==> src/rtl/game_screen_ctrl.sv <==
// -----------------------------------------------------------------------------
// game_screen_ctrl
//
// Top-level screen/game sequencer for the breakout design. Owns the game state
// machine (START, SERVE, PLAY, PAUSE, OVER, WIN), the lives counter and the
// frame-based timers, and picks which renderer's RGB565 pixel reaches the VGA
// output on every pixel clock.
//
// Ports:
//   clk           pixel clock
//   rst           asynchronous reset, active-high
//   xcnt, ycnt    current pixel column / line from the VGA timing generator
//   frame_tick    one-cycle pulse per frame at the start of vertical blank
//   btn_start     raw asynchronous start/pause button, active-high
//   ball_lost     one-cycle pulse: ball left the bottom edge
//   bricks_clear  one-cycle pulse: last brick destroyed
//   start_rgb     start-screen renderer pixel
//   play_rgb      playfield renderer pixel
//   msg_rgb       game-over / win message renderer pixel
//   rgb565        registered output pixel
//   state         current state: START=0 SERVE=1 PLAY=2 PAUSE=3 OVER=4 WIN=5
//   game_en       high only in PLAY; enables ball/paddle motion
//   game_init     one-cycle pulse: reload bricks, paddle and ball
//   ball_reset    one-cycle pulse: re-centre the ball after a life is lost
//   lives         remaining lives
// -----------------------------------------------------------------------------
module game_screen_ctrl #(
  parameter int unsigned LIVES        = 3,
  parameter int unsigned SERVE_FRAMES = 60,
  parameter int unsigned BLINK_FRAMES = 30,
  parameter int unsigned HOLD_FRAMES  = 180,
  parameter int unsigned H_ACTIVE     = 640,
  parameter int unsigned V_ACTIVE     = 480
) (
  input  logic        clk,
  input  logic        rst,
  input  logic [9:0]  xcnt,
  input  logic [9:0]  ycnt,
  input  logic        frame_tick,
  input  logic        btn_start,
  input  logic        ball_lost,
  input  logic        bricks_clear,
  input  logic [15:0] start_rgb,
  input  logic [15:0] play_rgb,
  input  logic [15:0] msg_rgb,
  output logic [15:0] rgb565,
  output logic [2:0]  state,
  output logic        game_en,
  output logic        game_init,
  output logic        ball_reset,
  output logic [1:0]  lives
);

  typedef enum logic [2:0] {
    StStart = 3'd0,
    StServe = 3'd1,
    StPlay  = 3'd2,
    StPause = 3'd3,
    StOver  = 3'd4,
    StWin   = 3'd5
  } state_e;

  localparam logic [7:0] SERVE_LAST = 8'(SERVE_FRAMES - 1);
  localparam logic [7:0] BLINK_LAST = 8'(BLINK_FRAMES - 1);
  localparam logic [7:0] HOLD_LAST  = 8'(HOLD_FRAMES - 1);
  localparam logic [1:0] LIVES_INIT = 2'(LIVES);
  localparam logic [9:0] H_LIMIT    = 10'(H_ACTIVE);
  localparam logic [9:0] V_LIMIT    = 10'(V_ACTIVE);

  state_e      state_q;
  logic [7:0]  frame_cnt_q;
  logic        blink_q;
  logic [1:0]  lives_q;
  logic        game_en_q;
  logic        game_init_q;
  logic        ball_reset_q;
  logic [15:0] rgb_q;

  // ---------------------------------------------------------------------------
  // Button synchronizer and rising-edge detector
  // ---------------------------------------------------------------------------
  logic sync1_q;
  logic sync2_q;
  logic prev_q;
  logic start_rise_q;

  // The rise is registered once more so a press sampled at edge n moves the
  // FSM at edge n+3. Holding the button yields a single rise because prev_q
  // follows sync2_q.
  always_ff @(posedge clk or posedge rst) begin
    if (rst) begin
      sync1_q      <= 1'b0;
      sync2_q      <= 1'b0;
      prev_q       <= 1'b0;
      start_rise_q <= 1'b0;
    end else begin
      sync1_q      <= btn_start;
      sync2_q      <= sync1_q;
      prev_q       <= sync2_q;
      start_rise_q <= sync2_q & ~prev_q;
    end
  end

  // ---------------------------------------------------------------------------
  // Frame counter helpers
  // ---------------------------------------------------------------------------
  logic [7:0] frame_cnt_inc;
  logic       serve_done;
  logic       hold_done;
  logic       blink_wrap;

  always_comb begin
    frame_cnt_inc = frame_cnt_q;
    if (frame_tick && (frame_cnt_q != 8'hFF)) begin
      frame_cnt_inc = frame_cnt_q + 8'd1;
    end
    serve_done = frame_tick && (frame_cnt_q == SERVE_LAST);
    hold_done  = frame_tick && (frame_cnt_q == HOLD_LAST);
    blink_wrap = frame_tick && (frame_cnt_q == BLINK_LAST);
  end

  // ---------------------------------------------------------------------------
  // Game state machine with registered outputs
  // ---------------------------------------------------------------------------
  // Default assignments come first; any transition overrides frame_cnt_q with
  // zero afterwards, so a coincident frame_tick clears rather than counts.
  always_ff @(posedge clk or posedge rst) begin
    if (rst) begin
      state_q      <= StStart;
      frame_cnt_q  <= 8'd0;
      blink_q      <= 1'b1;
      lives_q      <= 2'd0;
      game_en_q    <= 1'b0;
      game_init_q  <= 1'b0;
      ball_reset_q <= 1'b0;
    end else begin
      frame_cnt_q  <= frame_cnt_inc;
      game_en_q    <= (state_q == StPlay);
      game_init_q  <= 1'b0;
      ball_reset_q <= 1'b0;

      case (state_q)
        StStart: begin
          if (start_rise_q) begin
            state_q     <= StServe;
            frame_cnt_q <= 8'd0;
            lives_q     <= LIVES_INIT;
            game_init_q <= 1'b1;
            game_en_q   <= 1'b0;
          end else if (blink_wrap) begin
            blink_q     <= ~blink_q;
            frame_cnt_q <= 8'd0;
          end
        end

        StServe: begin
          if (serve_done) begin
            state_q     <= StPlay;
            frame_cnt_q <= 8'd0;
            game_en_q   <= 1'b1;
          end
        end

        StPlay: begin
          if (bricks_clear) begin
            state_q     <= StWin;
            frame_cnt_q <= 8'd0;
            game_en_q   <= 1'b0;
          end else if (ball_lost) begin
            frame_cnt_q <= 8'd0;
            game_en_q   <= 1'b0;
            if (lives_q <= 2'd1) begin
              state_q <= StOver;
              lives_q <= 2'd0;
            end else begin
              state_q      <= StServe;
              lives_q      <= lives_q - 2'd1;
              ball_reset_q <= 1'b1;
            end
          end else if (start_rise_q) begin
            state_q     <= StPause;
            frame_cnt_q <= 8'd0;
            game_en_q   <= 1'b0;
          end
        end

        StPause: begin
          if (start_rise_q) begin
            state_q     <= StPlay;
            frame_cnt_q <= 8'd0;
            game_en_q   <= 1'b1;
          end
        end

        StOver, StWin: begin
          if (hold_done) begin
            state_q     <= StStart;
            frame_cnt_q <= 8'd0;
            blink_q     <= 1'b1;
          end
        end

        default: begin
          // Unused encodings recover to the start screen.
          state_q     <= StStart;
          frame_cnt_q <= 8'd0;
          game_en_q   <= 1'b0;
        end
      endcase
    end
  end

  // ---------------------------------------------------------------------------
  // Pixel mux
  // ---------------------------------------------------------------------------
  logic        in_active;
  logic [15:0] pause_rgb;
  logic [15:0] pix_d;

  // Each RGB565 channel shifted right by one: half brightness while paused.
  assign pause_rgb = {1'b0, play_rgb[15:12], 1'b0, play_rgb[10:6], 1'b0, play_rgb[4:1]};
  assign in_active = (xcnt < H_LIMIT) && (ycnt < V_LIMIT);

  always_comb begin
    pix_d = 16'h0000;
    if (in_active) begin
      case (state_q)
        StStart:        pix_d = blink_q ? start_rgb : 16'h0000;
        StServe,
        StPlay:         pix_d = play_rgb;
        StPause:        pix_d = pause_rgb;
        StOver,
        StWin:          pix_d = msg_rgb;
        default:        pix_d = 16'h0000;
      endcase
    end
  end

  always_ff @(posedge clk or posedge rst) begin
    if (rst) begin
      rgb_q <= 16'h0000;
    end else begin
      rgb_q <= pix_d;
    end
  end

  // ---------------------------------------------------------------------------
  // Outputs
  // ---------------------------------------------------------------------------
  assign rgb565     = rgb_q;
  assign state      = state_q;
  assign game_en    = game_en_q;
  assign game_init  = game_init_q;
  assign ball_reset = ball_reset_q;
  assign lives      = lives_q;

endmodule
==> config.mk <==
export PLATFORM = sky130hd
export DESIGN_NAME = game_screen_ctrl
export DESIGN_NICKNAME = d
export VERILOG_FILES = /design/src/rtl/game_screen_ctrl.sv
export SDC_FILE = /design/constraint.sdc
export NUM_CORES = 1
export LEC_CHECK = 0
export ABC_AREA = 1
export BUFFER_PORTS_ARGS = -buffer_cell sky130_fd_sc_hd__buf_2
export CAP_MARGIN = 10
export CORE_UTILIZATION = 33
export CTS_BUF_LIST = sky130_fd_sc_hd__clkbuf_8 sky130_fd_sc_hd__clkbuf_16
export DETAILED_ROUTE_END_ITERATION = 6
export GPL_TIMING_DRIVEN = 0
export HOLD_SLACK_MARGIN = 0.1
export SLEW_MARGIN = 20
export SYNTH_ARGS = -nofsm -noshare
export SYNTH_HDL_FRONTEND = slang
export SYNTH_SLANG_ARGS = --single-unit
==> constraint.sdc <==
create_clock -name clk -period 1.6 [get_ports clk]
set_input_delay 0.16 -clock clk [delete_from_list [all_inputs] [get_ports clk]]
set_output_delay 0.16 -clock clk [all_outputs]
set_load 0.005 [all_outputs]
==> run metrics, run 1 <==
status completed; mapped cell area 0.002190 mm²; drt via density 4.724; Clk pwr share 0.190; synthesized area per cell 7.603 µm²; Skew-Pair Late Insertion Delay 0.29 ns; core area 0.006386 mm²; Synth Instances 288; Nets 465; HPWL after DPL 4.339 mm; RSZ-0062 raised after global routing yes; Psw 1.923 mW; DR iter-0 viols 58; Clock Tree Buf Depth 2; Max Clk Rate 665.7 MHz; drt drc 0; Port-buffer cells 85; critical path type flip-flop to flip-flop; Placed Area 0.002731 mm²; Final Hold Fails 0; layout cells sized above 1 0.3795; Synth warnings 0; crit-path most repeated cell nand2_2; Final Wtd Congestion 0.8737; clk_skew 0.006409 ns; power density cells 1517 mW/mm²; # IOs 98; num rows 29; highest routing layer actually used met4; global-route wire length before repair 9.425 mm; Post-Syn Nets 364; initial core utilization 0.3429; Period minus WS final 1.502 ns; # setup viols final 0; Pwr Total 4.484 mW; Total Routed Length 5.905 mm; WL met1 2.702 mm; Final Core Density 0.4630; global-route usage over all layers 0.1669; setup TNS 0 ns; WL met2 2.874 mm; register share of total power 0.313; peak supply drop 823.5 µV; pin count of the biggest net entering global routing 34; Worst Path Required 1.77 ns; crit-path cells ha_4, nand2_2, nor2_4, nand2_1, nand2_2, inv_2, buf_6, o21ai_1, nor2_1; highest-delay cell along the critical path dfrtp_1; Netlist cell types 30; DIE AREA 0.006965 mm²; WP data arrival 1.68 ns; routed len/inst 12.64 µm; WL met3 244 µm; CTS tree yes; slew of the pin with the lowest slew margin 0.6053 ns; ys async rst share 1.000; CTS Sinks 37; Inserted Diodes 0; Period Utilization, post-route 0.9389; H-tree depth 2; sequential area share after synthesis 0.4234; root buffer cell clkbuf_8; Pint 2.561 mW; Yosys reg bits 37; count leader, synth nand2_1; power share of the combinational group 0.497; critical-path maximum fanout 10; MaxCap Viol Count 0; Sw Ratio 0.4288; Worst Hold Class input pin to flip-flop; Worst-path clk slew 0.08 ns; Primary FF master, synth dfrtp_1; DRT Pass-1 Iters 7; Max transition margin 0.5964; Synth area leader dfrtp_1; slowest cell delay on critical path 0.44 ns; post-route cell area 0.002957 mm²; vias in the first global route 2082; top cell type's share of synthesized area 0.4114; post-route ant nets 0; leakage power 1.569 nW; crit start category flip-flop; CTS Buf Count 5; via count 2206; max-slew violations 0; die width 83.46 µm; Vert. Die Dim 83.46 µm; commonest cells in the netlist 102 x nand2_1, 36 x dfrtp_1, 24 x inv_1, 24 x nor2_1, 17 x a21oi_1; EDFF count, synth 0; gr ovfl total 0; area delta synth->final 35.03%; ranking of synthesized cells by area dfrtp_1 41%, nand2_1 17%, inv_1 4.1%; antenna violations before repair 0; Worst Setup End Kind flip-flop
## per-layer routing
layer | vias to the layer above | global-route usage
li1 | 1116 | -
met1 | 1014 | 0.2250
met2 | 66 | 0.2705
met3 | 10 | 0.03363
met4 | 0 | 0.05239
met5 | - | 0
## cell usage in the layout, fill, tap and decap left out, types with 2 or more instances in the layout
cell / n
nand3_4: 2
nand2_4: 3
nor2_2: 5
clkbuf_8: 6
a21oi_2: 6
nand2_1: 100
dfrtp_1: 35
o21ai_1: 6
xor2_1: 2
nand3_1: 11
o21ai_0: 8
buf_2: 85
buf_6: 6
nand4_1: 7
nand2_2: 8
inv_2: 8
nor2_1: 21
nor2_4: 4
a21oi_1: 17
buf_4: 5
o211ai_1: 2
inv_1: 23
dlygate4sd3_1: 3
## what timing repair did
item / in CTS / in global routing
hold endpoints to repair: 38 / 0
resized for setup: 0 / 10
endpoints found under the setup margin: 0 / 11
setup buffers: 0 / 5
hold buffers: 3 / 0
## final cells by class
type / instances / area (µm²)
Fill cell: 683 / 3430
Multi-Input combinational cell: 212 / 1105
Clock inverter: 2 / 37.54
Clock buffer: 6 / 82.58
Inverter: 32 / 122.6
Tap cell: 77 / 96.34
Timing Repair Buffer: 94 / 513.0
Sequential cell: 37 / 928.4
Buffer: 7 / 71.32
## power groups by stage
| stage | registers (mW) | logic, mW | clock network, mW |
|---|---|---|---|
| after global placement | 1.41 | 2.14 | 0 |
| after floorplan | 1.40 | 1.56 | 0 |
| final | 1.41 | 2.23 | 0.851 |
| after CTS | 1.40 | 2.18 | 0.881 |
| after global routing | 1.44 | 2.51 | 0.912 |
| after detailed placement | 1.41 | 2.16 | 0 |
## through the flow
stage          worst slack, ns  cells  hold slack (ns)
2_1_floorplan           0.2210    288           0.1914
3_3_place_gp           0.04587    450           0.2683
3_5_place_dp           0.05515    451          0.04552
4_1_cts                0.03415    462           0.1040
5_1_grt               -0.05148    467           0.1199
6_report               0.09781    467           0.1211
## logic make-up after synthesis
kind of cell | Yosys count | share of synthesized area
flip-flops | 37 | 0.4234
AO/OA/AOI/OAI | 43 | 0.1149
XOR/XNOR | 2 | 0.008001
buffers and inverters | 39 | 0.08857
adder cells (fa/ha/maj) | 2 | 0.01143
AND/OR/NAND/NOR | 165 | 0.3537
## state kept, by name, indices dropped and copies added (netlist names), 2 cells and up
name	cells
rgb565	16
frame_cnt_q	8
state	3
lives	2
## path summary, 6_finish.rpt
kind                                start        endpoint  slack, ns  cells past startpoint
min in group asynchronous             rst       rgb565[9]       0.30                      3
max reg2reg                frame_cnt_q[1]  frame_cnt_q[3]        0.1                      9
max                        frame_cnt_q[1]  frame_cnt_q[3]        0.1                      9
min reg2reg                       sync1_q         sync2_q       0.36                      0
max in group asynchronous             rst         blink_q       0.84                      4
min                          start_rgb[5]       rgb565[5]       0.12                      3
## worst max-delay path: cells and delay by family (launching register included)
family | cells | cell delay [ns]
buffers and inverters | 2 | 0.18
adders and majority gates | 1 | 0.18
AOI/OAI and AO/OA | 1 | 0.12
and+or+nand+nor | 5 | 0.46
DFF | 1 | 0.44
Power figures use the tool's default switching activity.
==> run 2: changes to the inputs <==
CELL_PAD_IN_SITES_DETAIL_PLACEMENT = 0   (was not set)
CELL_PAD_IN_SITES_GLOBAL_PLACEMENT = 1   (was not set)
CORE_MARGIN = 5   (was not set)
PLACE_DENSITY_LB_ADDON = 0.1   (was not set)
==> run 2 against run 1 <==
Die area rose by 20%; sequential power hardly changed; setup slack better by 0.044 ns; critical endpoint is now frame_cnt_q[6]; clock power rose by 2%; sequential share of layout area up 0.48 points; global-route usage shrank 1.0 points; count of clock-buffer cells in the layout is the same; highest routed layer unchanged; final area down 1.1%; clock skew up 0.0054 ns; maximum frequency up 3.0%.
==> run metrics, run 2 (synthesis gave the netlist of run 1 again) <==
status completed; pre-CTS setup slack 0.02307 ns; Vert. Die Dim 91.46 µm; Skew-Pair Late Insertion Delay 0.29 ns; crit start category flip-flop; die width 91.46 µm; root buffer cell clkbuf_8; peak supply drop 691.5 µV; Worst Path Required 1.78 ns; Worst Hold Class input pin to flip-flop; leakage power 1.547 nW; Worst-path clk slew 0.09 ns; critical-path maximum fanout 8; Reg2Reg Capture Point frame_cnt_q[6]; area of the multi-input gates 0.001091 mm²; most common cell after layout, fill and taps aside nand2_1; Worst Setup End Kind flip-flop; DIE AREA 0.008364 mm²; RR Startpoint state[0]; Clock Tree Buf Depth 2; Final Core Density 0.4579; number of fill cells 674; Period minus WS final 1.459 ns; CTS Buf Count 5; CTS tree yes; WP data arrival 1.64 ns; initial core utilization 0.3429; area delta synth->final 33.54%; drt via density 4.523; routed len/inst 13.55 µm; drt drc 0; Port-buffer cells 85; Nets 461; R2R setup slack 0.14 ns; CTS Sinks 37; clk_skew 0.01182 ns; setup ws final 0.1414 ns; Critical Path Start state[0]; Max Clk Rate 685.6 MHz; layout cells sized above 1 0.3705; critical path type flip-flop to flip-flop; power density cells 1523 mW/mm²; via count 2094; pin count of the biggest net entering global routing 20; Period Utilization, post-route 0.9116; gr ovfl total 0; DR iter-0 viols 50; Total Routed Length 6.275 mm; final hold slack 0.1117 ns; num rows 29; global-route usage over all layers 0.1566; global-route wire length before repair 10.58 mm; antenna violations before repair 0; slew of the pin with the lowest slew margin 0.6247 ns; number of flip-flops under the largest register name 16; max-slew violations 0; Final Wtd Congestion 0.7789; post-route ant nets 0; register area 932.1 µm²; Pwr Total 4.454 mW; H-tree depth 2; Hold Path Depth 3; hold endpoint rgb565[5]; R2R depth 7; DRT Pass-1 Iters 4; # setup viols final 0; # IOs 98; Max transition margin 0.5835; setup TNS 0 ns; Final Hold Fails 0; HPWL after DPL 4.961 mm; vias in the first global route 2206; MaxCap Viol Count 0; Inserted Diodes 0; core area 0.006386 mm²; hold_sp start_rgb[5]; commonest non-fill, non-tap cells in the layout 102 x nand2_1, 85 x buf_2, 32 x dfrtp_1; RSZ-0062 raised after global routing no
[run 2: cell count changes in the layout (fill, tap and decap cells not counted), sizes merged]
cell	previous run	this run
buf	97	93
[run 2: what timing repair did]
action                                 CTS  global route
resized for setup                        0             9
endpoints found under the hold margin   20             0
setup endpoints to repair                0             8
buffers inserted                         0             1
hold buffers                             3             0
[run 2: layout make-up]
class                      instances  share of cell area
tap                               77             0.03295
sequential                        37              0.3188
buffer                             7             0.02439
inverter                          32             0.04193
timing repair buffer              90              0.1677
clock buffer                       6             0.02824
clock inverter                     2             0.01284
multi-input combinational        212              0.3731
[run 2: through the flow]
step           instance area (µm²)  std cells
2_1_floorplan                 2190        288
3_3_place_gp                  2711        450
3_5_place_dp                  2739        451
4_1_cts                       2889        462
5_1_grt                       2924        463
6_report                      2924        463
[run 2: critical path, cell delays in order (launching register included)]
cell and delay (ns):
dfrtp_1 0.50, inv_2 0.09, nand3_4 0.14, inv_2 0.08, nand3_4 0.10, nand3_2 0.10, nor2_4 0.25, nor2_1 0.08
[run 2: how the worst max path moves through the flow]
stage                     slack [ns]        endpoint  cells after the start
final                           0.14  frame_cnt_q[6]                      7
after global routing           0.008  frame_cnt_q[5]                      9
after CTS                       0.02  frame_cnt_q[1]                      9
after detailed placement        0.02  frame_cnt_q[6]                      8
after global placement         -0.02        lives[0]                      2
after floorplan                 0.22  frame_cnt_q[1]                      9
[run 2: per-layer routing]
metal,track usage,up-vias,wire length [µm]
li1,-,1109,-
met1,0.2059,934,2825
met2,0.2536,45,3026
met3,0.03802,6,326
met4,0.04768,0,97
met5,0,-,0
[run 2: report_power, final]
part           internal [mW]  leakage (nW)  switching (mW)
registers               1.19         0.480           0.213
clock network          0.507        0.0574           0.361
logic                  0.845          1.01            1.33
